===== src/rtl/uart_rx_if.sv =====
// uart_rx_if: serial-in / word-out bundle between the UART receiver and its host.
interface uart_rx_if #(parameter int D_bit = 8);
  logic             s_tick;
  logic             rx_in;
  logic [D_bit-1:0] rx_out;
  logic             rx_done_tick;
  logic             frame_err;
  logic             parity_err;
  modport master (output s_tick, rx_in, input rx_out, rx_done_tick, frame_err, parity_err);
  modport slave  (input s_tick, rx_in, output rx_out, rx_done_tick, frame_err, parity_err);
endinterface


===== src/rtl/uart_rx.sv =====
// uart_rx: 16x-oversampled UART receiver, LSB-first, mid-bit sampling; optional even parity via UART_RX_PARITY_EN.
module uart_rx #(
  parameter int D_bit     = 8,
  parameter int stop_tick = 16
) (
  input logic       clk,
  input logic       rst,
  uart_rx_if.slave  bus
);
  typedef enum logic [2:0] {IDLE, START, DATA, PARITY, STOP} state_t;
  state_t           state_q, state_d;
  logic             sync1_q, rx_s;
  logic [3:0]       tick_q, tick_d, bit_q, bit_d;
  logic [D_bit-1:0] sh_q, sh_d, out_q, out_d;
  logic             done_q, done_d, ferr_q, ferr_d;
`ifdef UART_RX_PARITY_EN
  logic             par_q, par_d, perr_q, perr_d;
`endif
  always_ff @(posedge clk or posedge rst) begin
    if (rst) begin
      sync1_q <= 1'b1;
      rx_s    <= 1'b1;
      state_q <= IDLE;
      tick_q  <= '0;
      bit_q   <= '0;
      sh_q    <= '0;
      out_q   <= '0;
      done_q  <= 1'b0;
      ferr_q  <= 1'b0;
`ifdef UART_RX_PARITY_EN
      par_q   <= 1'b0;
      perr_q  <= 1'b0;
`endif
    end else begin
      sync1_q <= bus.rx_in;
      rx_s    <= sync1_q;
      state_q <= state_d;
      tick_q  <= tick_d;
      bit_q   <= bit_d;
      sh_q    <= sh_d;
      out_q   <= out_d;
      done_q  <= done_d;
      ferr_q  <= ferr_d;
`ifdef UART_RX_PARITY_EN
      par_q   <= par_d;
      perr_q  <= perr_d;
`endif
    end
  end
  always_comb begin
    state_d = state_q;
    tick_d  = tick_q;
    bit_d   = bit_q;
    sh_d    = sh_q;
    out_d   = out_q;
    done_d  = 1'b0;
    ferr_d  = ferr_q;
`ifdef UART_RX_PARITY_EN
    par_d   = par_q;
    perr_d  = perr_q;
`endif
    case (state_q)
      IDLE: begin
        tick_d  = '0;
        state_d = rx_s ? IDLE : START;
      end
      START: if (bus.s_tick) begin
        if (tick_q == 4'd7) begin
          tick_d  = '0;
          bit_d   = '0;
          state_d = rx_s ? IDLE : DATA;
        end else tick_d = tick_q + 4'd1;
      end
      DATA: if (bus.s_tick) begin
        if (tick_q == 4'd15) begin
          tick_d = '0;
          sh_d   = D_bit'({rx_s, sh_q} >> 1);
          if (bit_q == 4'(D_bit - 1)) begin
            bit_d = '0;
`ifdef UART_RX_PARITY_EN
            state_d = PARITY;
`else
            state_d = STOP;
`endif
          end else bit_d = bit_q + 4'd1;
        end else tick_d = tick_q + 4'd1;
      end
`ifdef UART_RX_PARITY_EN
      PARITY: if (bus.s_tick) begin
        if (tick_q == 4'd15) begin
          tick_d  = '0;
          par_d   = rx_s;
          state_d = STOP;
        end else tick_d = tick_q + 4'd1;
      end
`endif
      STOP: if (bus.s_tick) begin
        if (tick_q == 4'(stop_tick - 1)) begin
          tick_d  = '0;
          out_d   = sh_q;
          ferr_d  = ~rx_s;
          done_d  = 1'b1;
          state_d = IDLE;
`ifdef UART_RX_PARITY_EN
          perr_d  = ^{sh_q, par_q};
`endif
        end else tick_d = tick_q + 4'd1;
      end
      default: state_d = IDLE;
    endcase
  end
  assign bus.rx_out       = out_q;
  assign bus.rx_done_tick = done_q;
  assign bus.frame_err    = ferr_q;
`ifdef UART_RX_PARITY_EN
  assign bus.parity_err   = perr_q;
`else
  assign bus.parity_err   = 1'b0;
`endif
endmodule


===== src/flat_wrapper.sv =====
// flat-port wrapper written by rule: the top's interface ports become plain ports
module uart_rx_flat 
#(
  parameter int D_bit     = 8,
  parameter int stop_tick = 16
)
  (clk, rst, bus_s_tick, bus_rx_in, bus_rx_out, bus_rx_done_tick, bus_frame_err, bus_parity_err);
  uart_rx_if #(.D_bit(D_bit)) bus_i ();
  input logic clk;
  input logic rst;
  input wire logic [$bits(bus_i.s_tick)-1:0] bus_s_tick;
  input wire logic [$bits(bus_i.rx_in)-1:0] bus_rx_in;
  output wire logic [$bits(bus_i.rx_out)-1:0] bus_rx_out;
  output wire logic [$bits(bus_i.rx_done_tick)-1:0] bus_rx_done_tick;
  output wire logic [$bits(bus_i.frame_err)-1:0] bus_frame_err;
  output wire logic [$bits(bus_i.parity_err)-1:0] bus_parity_err;
  assign bus_i.s_tick = bus_s_tick;
  assign bus_i.rx_in = bus_rx_in;
  assign bus_rx_out = bus_i.rx_out;
  assign bus_rx_done_tick = bus_i.rx_done_tick;
  assign bus_frame_err = bus_i.frame_err;
  assign bus_parity_err = bus_i.parity_err;
  uart_rx #(.D_bit(D_bit), .stop_tick(stop_tick)) u_core (.clk(clk), .rst(rst), .bus(bus_i));
endmodule

===== config.mk =====
export PLATFORM = sky130hd
export DESIGN_NAME = uart_rx_flat
export DESIGN_NICKNAME = d
export VERILOG_FILES = /design/src/rtl/uart_rx_if.sv /design/src/rtl/uart_rx.sv /design/src/flat_wrapper.sv
export SDC_FILE = /design/constraint.sdc
export NUM_CORES = 1
export LEC_CHECK = 0
export CELL_PAD_IN_SITES_DETAIL_PLACEMENT = 0
export CELL_PAD_IN_SITES_GLOBAL_PLACEMENT = 2
export CORE_MARGIN = 2
export CORE_UTILIZATION = 38
export DETAILED_ROUTE_END_ITERATION = 8
export MAX_ROUTING_LAYER = met4
export PLACE_DENSITY = 0.77
export SYNTH_ARGS = -nofsm -noshare
export SYNTH_HDL_FRONTEND = slang
export SYNTH_SLANG_ARGS = --single-unit

===== constraint.sdc =====
create_clock -name clk -period 2.1 [get_ports clk]
set_input_delay 0.42 -clock clk [delete_from_list [all_inputs] [get_ports clk]]
set_output_delay 0.42 -clock clk [all_outputs]
set_load 0.02 [all_outputs]

======== Yosys cells after proc, flatten, opt, wreduce, memory -nomap -nowiden ========
Cells that the tools add are included.
storage, ports and cells
  flip-flop bits (word level) ............. 31
  input port bits ......................... 4
  output and inout bits ................... 11
  logic and storage cells ................. 59
operators by class
  add/sub/neg operators ................... 2
  equal/unequal tests ..................... 14
  mux-type cells .......................... 24
  bitwise gates (word level) .............. 1
  reduce and logical (&&, ||, !) cells .... 9
operator list
  kind                                                              count
  4-bit 2-to-1 mux                                                  9
  3-bit 2-to-1 mux                                                  7
  3-bit case mux with 4 select lines                                1
  4-bit case mux with 3 select lines                                1
  2-bit by 1-bit != test with 1-bit output (second input constant)  5
  3-bit AND reduction                                               3
  4-bit by 1-bit adder with 4-bit output (second input constant)    2
  4-bit by 3-bit == test with 1-bit output (second input constant)  2
  4-bit case mux with 2 select lines                                1
  7-bit AND reduction                                               1
  2-bit != test (second input constant)                             3
  5-bit AND reduction                                               1
  4-bit == test (second input constant)                             1
  1-bit 2-to-1 mux                                                  4
  3-bit by 1-bit == test with 1-bit output (second input constant)  1
  3-bit by 2-bit == test with 1-bit output (second input constant)  1
  3-bit == test (second input constant)                             1
  3-bit logical NOT                                                 1
  3-bit nonzero test                                                1
  2-bit 2-to-1 mux                                                  1
  2-bit nonzero test                                                1
  2-bit OR reduction                                                1
  1-bit inverter                                                    1

======== Longest topological paths before layout ========
Gate-level depths: netlist (run 1).
  depth after elaboration ................. 5
  gate-level depth with buffers ........... 6
  depth with buffers taken out ............ 5

======== Worst setup path before layout (run 1) ========
OpenSTA, ideal clock, no wires.
  path type ............................... register to register
  from .................................... reg u_core.tick_q[0]
  to ...................................... reg u_core.out_q[0] (netlist: u_core.bus.rx_out[0])
  library setup time ...................... 0.125 ns
  arrival time ............................ 1.592 ns
  slack ................................... 0.383 ns
  cell stages (with the launch flop) ...... 6
  path buffers ............................ 0
  path through ............................ dfrtp_1 > ha_1 > and3_1 > nand2_1 > nor2_2 > mux2_2
on the way
  word-level cells in the longest chain between the ends .. 2
RTL lines
  item                           RTL line       text
  start: declaration             uart_rx.sv:13  logic [3:0] tick_q, tick_d, bit_q, bit_d;
  start signal: assignment       uart_rx.sv:38  tick_q <= tick_d;
  4-bit == test                  uart_rx.sv:98  if (tick_q == 4'(stop_tick - 1)) begin
  3-bit AND reduction (no line)  -
  end signal: assignment         uart_rx.sv:41  out_q <= out_d;
  end: declaration               uart_rx.sv:14  logic [D_bit-1:0] sh_q, sh_d, out_q, out_d;
No other way between the ends.
A chain may end at the register's enable or synchronous reset.

======== Final worst setup path (run 1) ========
  from .................................... reg u_core.tick_q[0]
  to ...................................... reg u_core.out_q[4] (netlist: u_core.bus.rx_out[4])
The elaborated chain is that of the path after synthesis.

==> impl_metrics.tcl, run 1 <==
set metrics [dict create \
    finalCritPeriodShare_pct 88.1 \
    gr-usage-all-layers_pct 16.3 \
    ys_async_sr_fraction_pct 100 \
    io_buffers 13 \
    synth-seq-area-share_pct 51.4 \
    cp-start-kind "flop" \
    post-route-util_pct 48.9 \
    drive_above_1_share_pct 31.1 \
    hold_class "flop to flop" \
    initial_core_util_pct 40.4 \
    clkSinkCount 31 \
    synth_cell_types 46 \
    antenna_found_initial 0 \
    dpl_cell_area_sq_mm 0.00174 \
    r2r_slack_ps 250 \
    setup_viol 0 \
    num_io_pins 15 \
    cts-htree-levels 2 \
    hold_viol 0 \
    cts_resized 0 \
    n_antenna_cell 0 \
    place_congestion 0.816 \
    cts_buffers 5 \
    syn_nets 132 \
    ir_drop_v 0.000406 \
    drt.antenna.violating_nets 0 \
    pre_cts_ws_ps 48.5 \
    cp.required_ps 2270 \
    min_to "u_core.rx_s" \
    grt_max_degree 32 \
    wl_per_cell_microns 14.5 \
    fin_area_sq_mm 0.00183 \
    first_pass_iters 4 \
    syn_to_final_growth_pct 20.9 \
    clock_latency_ps 280 \
    via_per_inst 5.12 \
    post-route-drc-count 0 \
    path_clk_slew_ps 70 \
    cts_tree "yes" \
    grt_pass1_wl_mm 5.15 \
    worstSetupPathType "flop to flop" \
    dpl.hpwl_mm 2.08 \
    synth_edf_count 0 \
    cts.path.max_buffers 2 \
    dr_total_vias 1019 \
    rsz0062_at_grt "false" \
    r2r_end "u_core.bus.rx_out[4]" \
    syn_area_per_cell_sq_um 12.0 \
    end_kind "flop" \
    drv_cap 0 \
    cts-root-buf "clkbuf_8" \
    fp.dieH_microns 67.1 \
    die_w_microns 67.1 \
    period_minus_slack_ps 1850 \
    first_global_vias 1089 \
    holdCritStartpoint "u_core.sync1_q" \
    finClkSkew_ps 9.28 \
    setup_ws_ps 251 \
    ys_ff_latch 31 \
    finalPower_mw 1.89 \
    maxSlewViolCount 0 \
    synthFlopType "dfrtp_1" \
    r2r-start "u_core.tick_q[0]" \
    rows 22 \
    p_leak_nw 0.826 \
    netlist_area_sq_mm 0.00151 \
    status "finished clean" \
    holdBufCountCts 0 \
    syn_inst 126 \
    path_max_fanout 6 \
    whs_path_depth 0 \
    postRouteWirelength_mm 2.89 \
    synth_warnings 0 \
    timing.fmax_mhz 541 \
    worstPathArrival_ps 2020 \
    dieArea_sq_mm 0.00450 \
    r2r.worst_path.cells 6 \
    grt-ovfl-total 0 \
    core_area_sq_mm 0.00374 \
    cts_setup_buffers 0 \
    power_density_mw_per_mm2 1030 \
    fin_nets 156 \
    setup_tns_ps 0 \
    first_iter_violations 32 \
]
cell usage in the layout, fill, tap and decap left out, types with 2 or more instances in the layout:
master | Yosys | final
or3_1 | 2 | 2
maj3_1 | 2 | 2
o221ai_1 | 2 | 2
o31ai_1 | 4 | 4
a21boi_0 | 2 | 2
ha_1 | 2 | 2
clkdlybuf4s50_1 | 0 | 13
mux2_2 | 17 | 17
nand2b_1 | 2 | 2
dfrtp_1 | 29 | 29
nand3_1 | 5 | 5
a21oi_1 | 2 | 2
buf_4 | 2 | 10
or2_2 | 2 | 2
nand3b_1 | 2 | 2
nor2_1 | 5 | 5
nand2_1 | 6 | 6
clkbuf_8 | 0 | 5
o21ai_0 | 5 | 5
inv_1 | 4 | 4
dfstp_2 | 2 | 2
where the power goes:
| group | switching [mW] | internal (mW) | total [mW] |
|---|---|---|---|
| sequential | 0.130 | 0.677 | 0.807 |
| clock | 0.222 | 0.231 | 0.454 |
| combinational | 0.322 | 0.310 | 0.632 |
| total | 0.674 | 1.22 | 1.89 |
synth_stat cells, drive strengths merged (2+ instances only):
library cell | instances | area (sq um)
nand3 | 5 | 25.0
buf | 5 | 30.0
a21boi | 2 | 15.0
ha | 2 | 25.0
nor2 | 7 | 36.3
nand3b | 2 | 15.0
o31ai | 4 | 30.0
mux2 | 18 | 206
o221ai | 2 | 17.5
dfrtp | 29 | 726
o21ai | 5 | 25.0
or2 | 2 | 12.5
inv | 4 | 15.0
nand2 | 6 | 22.5
or3 | 3 | 23.8
nor3b | 2 | 20.0
maj3 | 2 | 20.0
nand2b | 2 | 12.5
a21oi | 2 | 10.0
dfstp | 2 | 52.6
xnor2 | 2 | 25.0
kinds of logic after synthesis:
kind of cell / Yosys count / share of synthesized area [%]
multiplexers: 19 / 14.3
buffers and inverters: 10 / 3.22
adder cells (fa/ha/maj): 4 / 2.98
AO/OA/AOI/OAI: 25 / 12.5
other: 1 / 0.248
AND/OR/NAND/NOR: 33 / 13.1
flip-flops: 31 / 51.4
XOR/XNOR: 3 / 2.23
flip-flops by register name, indices dropped and copies added, names as in the netlist:
register                 cells
u_core.bus.rx_out            8
u_core.sh_q                  8
u_core.bit_q                 4
u_core.tick_q                4
u_core.state_q               3
u_core.bus.frame_err         1
u_core.bus.rx_done_tick      1
u_core.rx_s                  1
u_core.sync1_q               1
how the worst max path moves through the flow:
stage,to,startpoint,cells past startpoint
floorplan,u_core.bus.rx_out[0],u_core.tick_q[0],5
global placement,u_core.bus.rx_out[3],bus_s_tick,6
detailed placement,u_core.bus.rx_out[4],bus_s_tick,6
CTS,u_core.bit_q[0],u_core.state_q[1],4
global route,u_core.bus.rx_out[6],u_core.tick_q[0],6
finish,u_core.bus.rx_out[4],u_core.tick_q[0],6
per-stage QoR:
stage          hold slack (ps)  cells
3_3_place_gp               346    191
2_1_floorplan              345    126
3_5_place_dp               353    191
4_1_cts                    362    199
5_1_grt                    370    199
6_report                   362    199
area by class of cell:
cell class | count | area [sq um]
repair buffers | 23 | 205
flip-flops and latches | 31 | 778
clock inverters | 2 | 12.5
fillers | 366 | 1910
clock buffers | 6 | 72.6
multi-input cells | 85 | 686
inverters | 4 | 15.0
well taps | 48 | 60.1
per-layer routing:
| metal | share of wire [%] | track usage (%) | vias up |
|---|---|---|---|
| met5 | 0 | - | - |
| met1 | 52 | 21.9 | 492 |
| met2 | 44 | 23.0 | 12 |
| li1 | - | - | 510 |
| met4 | 1.5 | 6.12 | 0 |
| met3 | 2.7 | 5.07 | 5 |
worst max-delay path, cell delays in order, from the launching register on:
cell,delay [ps]
dfrtp_1,390
ha_1,280
and3_1,220
nand2_1,180
nor2_2,180
buf_4,160
mux2_2,330
No activity file was read; power rests on OpenSTA's default activity.
==> inputs of run 2 (changes only) <==
--- a/config.mk
+++ b/config.mk
@@ -7,11 +7,12 @@
 export LEC_CHECK = 0
 export CELL_PAD_IN_SITES_DETAIL_PLACEMENT = 0
 export CELL_PAD_IN_SITES_GLOBAL_PLACEMENT = 2
-export CORE_MARGIN = 2
-export CORE_UTILIZATION = 38
+export CORE_MARGIN = 3
+export CORE_UTILIZATION = 39
+export CTS_BUF_LIST = sky130_fd_sc_hd__clkbuf_2 sky130_fd_sc_hd__clkbuf_4 sky130_fd_sc_hd__clkbuf_8
 export DETAILED_ROUTE_END_ITERATION = 8
 export MAX_ROUTING_LAYER = met4
-export PLACE_DENSITY = 0.77
+export PLACE_DENSITY = 0.79
 export SYNTH_ARGS = -nofsm -noshare
 export SYNTH_HDL_FRONTEND = slang
 export SYNTH_SLANG_ARGS = --single-unit
==> run 2 against run 1 <==
  * Global-route usage fell by 1.2 points
  * Critical path depth did not move
  * Sequential cell count unchanged
  * Setup slack got worse by 0.76 ps
  * Highest routed layer unchanged
  * First-iteration DRC count rose to 2.6 times the previous value
  * Design area increased by 2.9%
  * Wire length is 0.55% lower
  * Clock-buffer cell count did not move
  * Sequential power shrank 1%
  * Worst hold slack got worse by 4.5 ps
  * Cell count up 0.50%
  * Clock power increased by 33%
==> impl_metrics.tcl, run 2 (synthesis gave the netlist of run 1 again) <==
set metrics [dict create \
    status "finished clean" \
    cts-htree-levels 2 \
    worstPathArrival_ps 2010 \
    pre_cts_ws_ps 46.2 \
    finClkSkew_ps 7.15 \
    fp.dieH_microns 68.3 \
    cts_resized 0 \
    worstPathCellList "ha_1 -> and3_1 -> nand2_1 -> nor2_2 -> buf_12 -> mux2_2" \
    place_congestion 0.885 \
    cts-root-buf "clkbuf_8" \
    final_common_cell "dfrtp_1" \
    grt_pass1_wl_mm 4.91 \
    hold_class "flop to flop" \
    io_buffers 13 \
    first_global_vias 1107 \
    dpl.cell_count 192 \
    post-route-util_pct 51.0 \
    initial_core_util_pct 41.0 \
    cts_setup_buffers 0 \
    clock_latency_ps 280 \
    setup_viol 0 \
    max_stage_delay_ps 380 \
    first_pass_iters 4 \
    core_area_sq_mm 0.00369 \
    drv_cap 0 \
    fin_nets 157 \
    cts.path.max_buffers 2 \
    drive_above_1_share_pct 32.2 \
    finalPower_mw 2.07 \
    end_kind "flop" \
    cts_buffers 5 \
    die_w_microns 68.3 \
    ir_drop_v 0.000470 \
    period_minus_slack_ps 1850 \
    setup_ws_ps 250 \
    finalCritPeriodShare_pct 88.1 \
    dr_total_vias 1059 \
    first_iter_violations 84 \
    p_leak_nw 0.853 \
    dpl.hpwl_mm 2.03 \
    rsz0062_at_grt "false" \
    postRouteWirelength_mm 2.87 \
    timing.fmax_mhz 541 \
    gr-usage-all-layers_pct 15.0 \
    layout_common_cells "dfrtp_1, mux2_2, clkdlybuf4s50_1, buf_4" \
    cp.required_ps 2260 \
    critical-path-slowest-cell "dfrtp_1" \
    holdBufCountCts 0 \
    maxSlewViolCount 0 \
    grt-ovfl-total 0 \
    via_per_inst 5.30 \
    instances_no_fill 200 \
    cts_tree "yes" \
    setup_tns_ps 0 \
    n_antenna_cell 0 \
    power_density_mw_per_mm2 1100 \
    drt.antenna.violating_nets 0 \
    crit_family "simple AND/OR/NAND/NOR gates" \
    path_clk_slew_ps 70 \
    post-route-drc-count 0 \
    fillCellCount 343 \
    worst-path-buf-inv 1 \
    path_max_fanout 9 \
    rows 22 \
    wl_per_cell_microns 14.4 \
    syn_to_final_growth_pct 24.4 \
    num_io_pins 15 \
    cp-start-kind "flop" \
    clkSinkCount 31 \
    dieArea_sq_mm 0.00466 \
    antenna_found_initial 0 \
    grt_max_degree 32 \
    hold_viol 0 \
    worstSetupPathType "flop to flop" \
]
## run 2: cell count changes in the layout (fill, tap and decap cells not counted), sizes merged
cell / previous run / this run
bufinv: 0 / 1
buf: 10 / 11
clkinvlp: 1 / 0
## run 2: worst paths after layout
kind / endpoint / cells after the start / startpoint / slack (ps)
min in group asynchronous: u_core.bit_q[0] / 3 / rst / 520
worst max-delay path: u_core.bus.rx_out[4] / 6 / u_core.tick_q[0] / 250
worst max register to register: u_core.bus.rx_out[4] / 6 / u_core.tick_q[0] / 250
max in group asynchronous: u_core.rx_s / 3 / rst / 1260
worst min-delay path: u_core.rx_s / 0 / u_core.sync1_q / 360
worst min register to register: u_core.rx_s / 0 / u_core.sync1_q / 360
## run 2: metrics by stage
step                      hold WS, ps  area [sq um]
after global routing              364          1880
after floorplan                   345          1510
final                             357          1880
after detailed placement          349          1760
after global placement            350          1760
after CTS                         359          1880
## run 2: metal layers
metal / up-vias / global-route usage, % / part of all wire (%)
met1: 528 / 17.3 / 46
li1: 505 / - / -
met4: 0 / 8.93 / 2.4
met3: 6 / 4.43 / 3.0
met5: - / - / 0
met2: 20 / 23.2 / 48
## run 2: report_power, final
part | switching [mW] | internal [mW] | leakage [nW]
Clock | 0.220 | 0.384 | 0.0612
Sequential | 0.122 | 0.677 | 0.419
Combinational | 0.328 | 0.335 | 0.373
Total | 0.670 | 1.40 | 0.853
## run 2: final cells by class
| cell class | instances | area [sq um] | share of cell area [%] |
|---|---|---|---|
| Clock buffer | 6 | 82.6 | 4.39 |
| Tap cell | 48 | 60.1 | 3.19 |
| Multi-Input combinational cell | 85 | 686 | 36.4 |
| Clock inverter | 2 | 35.0 | 1.86 |
| Sequential cell | 31 | 778 | 41.4 |
| Inverter | 4 | 15.0 | 0.798 |
| Timing Repair Buffer | 24 | 225 | 12.0 |
## run 2: worst reg2reg max path: stages, from the launching register on
cell and delay (ps):
dfrtp_1 380, ha_1 270, and3_1 210, nand2_1 180, nor2_2 210, buf_12 140
mux2_2 330
==> patch, RTL diff (flow settings as in run 2) <==
Re-encode `state_t` (5 states) as one-hot, 5 bits wide.
--- a/src/rtl/uart_rx.sv
+++ b/src/rtl/uart_rx.sv
@@ -9,3 +9,3 @@
 );
-  typedef enum logic [2:0] {IDLE, START, DATA, PARITY, STOP} state_t;
+  typedef enum logic [4:0] {IDLE = 5'b00001, START = 5'b00010, DATA = 5'b00100, PARITY = 5'b01000, STOP = 5'b10000} state_t;
   state_t           state_q, state_d;
Function: same outputs for any inputs over 10 cycles, from zero or initial values and one cycle with rst high; not proved beyond that.
==> patch against run 2 <==
  * Routed wire length up 4.4%
  * Sequential cell count rose by 1
  * Synthesized area rose by 6.4%
  * Critical endpoint is now u_core.sh_q[6]
  * Final area up 1.7%
  * Synthesized cell count grew 9.5%
  * Setup slack gained 0.032 ns
Power is not compared: it rests on default switching activity, and its combinational part moved more than twofold at a synthesized area within 25%.
==> patch: results <==
export IMPL_status="finished clean"
export IMPL_drive_gt1_frac=0.217
export IMPL_cts_hold_buf=0
export IMPL_grt_pass1_wl_um=5190
export IMPL_met1_usage=0.186
export IMPL_vias=1123
export IMPL_rr_endpoint="u_core.sh_q[6]"
export IMPL_post_cts_resized=0
export IMPL_min_path_cells=0
export IMPL_ys_warn_count=0
export IMPL_r2r_start="u_core.state_q[2]"
export IMPL_grt_pass1_vias=1110
export IMPL_fill_cells=342
export IMPL_hold_ws_ns=0.357
export IMPL_rrSetupSlack_ns=0.28
export IMPL_whs_endpoint="u_core.rx_s"
export IMPL_finalSetupTns_ns=0
export IMPL_cts_inserted_buffers=5
export IMPL_met2_usage=0.184
export IMPL_hp_start="u_core.sync1_q"
export IMPL_firstDrtPassIters=4
export IMPL_postCtsSetupRepairBufs=0
export IMPL_clk_latency_ns=0.28
export IMPL_peakVddDrop_mv=0.503
export IMPL_placement_io_buffers=13
export IMPL_async_reset_ff_frac=1.00
export IMPL_grt_usage=0.135
export IMPL_hpwl_um=2130
export IMPL_yosysUniqueCellTypes=45
export IMPL_nets=166
export IMPL_slowest_stage="or4b_4"
export IMPL_antennaDiodeCount=0
export IMPL_cts_root_buf="clkbuf_8"
export IMPL_synth_top_area_cell="dfrtp_1"
export IMPL_gp_congestion=0.807
export IMPL_first_iter_violations=128
export IMPL_syn_num_nets=144
export IMPL_synth_seq_area_share=0.500
export IMPL_worst_path_max_fanout=11
export IMPL_max_stage_delay_ns=0.59
export IMPL_finClkSkew_ns=0.00899
export IMPL_power_leakage_nw=0.890
export IMPL_wl_per_cell_um=14.3
export IMPL_yosys_top_cells_area="dfrtp_1, mux2_4, mux2_1, dfstp_2, o21ai_1"
export IMPL_antenna_found_initial=0
export IMPL_h_tree_depth=2
export IMPL_grt_max_degree=33
export IMPL_cts_buffer_depth=2
export IMPL_use_met3=0.0388
export IMPL_reg2reg_depth=3
export IMPL_synth_common_cells="dfrtp_1, mux2_1, o21ai_1, nand2_1, nand3_1"
export IMPL_clk_pin_slew_ns=0.07
export IMPL_arrival_ns=1.98
export IMPL_hold_path_class="register to register"
export IMPL_swShare=0.265
## patch: final cells by class
| cell class | instances | area share |
|---|---|---|
| Sequential cell | 32 | 0.420 |
| Multi-Input combinational cell | 91 | 0.367 |
| Timing Repair Buffer | 24 | 0.111 |
| Clock buffer | 6 | 0.0399 |
| Tap cell | 48 | 0.0314 |
| Clock inverter | 2 | 0.0183 |
| Inverter | 6 | 0.0118 |
## patch: how the worst max path moves through the flow
| stage | startpoint | to | slack, ns | cells past startpoint |
|---|---|---|---|---|
| finish | u_core.state_q[2] | u_core.sh_q[6] | 0.28 | 3 |
| global route | u_core.state_q[2] | u_core.sh_q[6] | 0.20 | 3 |
| CTS | u_core.state_q[2] | u_core.sh_q[6] | 0.28 | 3 |
| detailed placement | bus_s_tick | u_core.sh_q[6] | 0.18 | 5 |
| global placement | bus_s_tick | u_core.sh_q[6] | 0.20 | 5 |
| floorplan | u_core.state_q[1] | u_core.sh_q[0] | 0.29 | 6 |
## patch: routing by layer
layer | vias to the layer above | share of wire
li1 | 539 | -
met1 | 555 | 0.50
met4 | 0 | 0.014
met3 | 4 | 0.042
met2 | 25 | 0.45
met5 | - | 0
## patch: cells by family after synthesis
logic type	after synthesis	synth area share
AO/OA/AOI/OAI	33	0.138
XOR/XNOR	1	0.0101
adder cells (fa/ha/maj)	2	0.0155
buffers and inverters	15	0.0630
flip-flops	32	0.500
multiplexers	16	0.128
other	1	0.00233
AND/OR/NAND/NOR	38	0.143
## patch: metrics by stage
stage	cell area (µm²)	instances	power, mW	util	setup slack (ns)
CTS	1910	209	1.56	0.500	0.283
finish	1910	209	1.55	0.500	0.282
detailed placement	1800	201	0.963	0.471	0.177
global route	1910	209	1.62	0.500	0.205
global placement	1800	201	0.960	0.471	0.200
floorplan	1610	138	0.877	-	0.295
## patch: worst max-delay path: cells and delay by family, from the launching register on
family           cells  cell delay (ns)
AND/OR/NAND/NOR      2             0.86
flip-flops           1             0.49
multiplexers         1             0.34
## patch: power groups by stage
stage | Sequential, mW | Combinational (mW) | Clock (mW)
finish | 0.697 | 0.259 | 0.590
global route | 0.702 | 0.284 | 0.636
CTS | 0.696 | 0.257 | 0.604
detailed placement | 0.707 | 0.257 | 0
global placement | 0.704 | 0.256 | 0
floorplan | 0.677 | 0.200 | 0
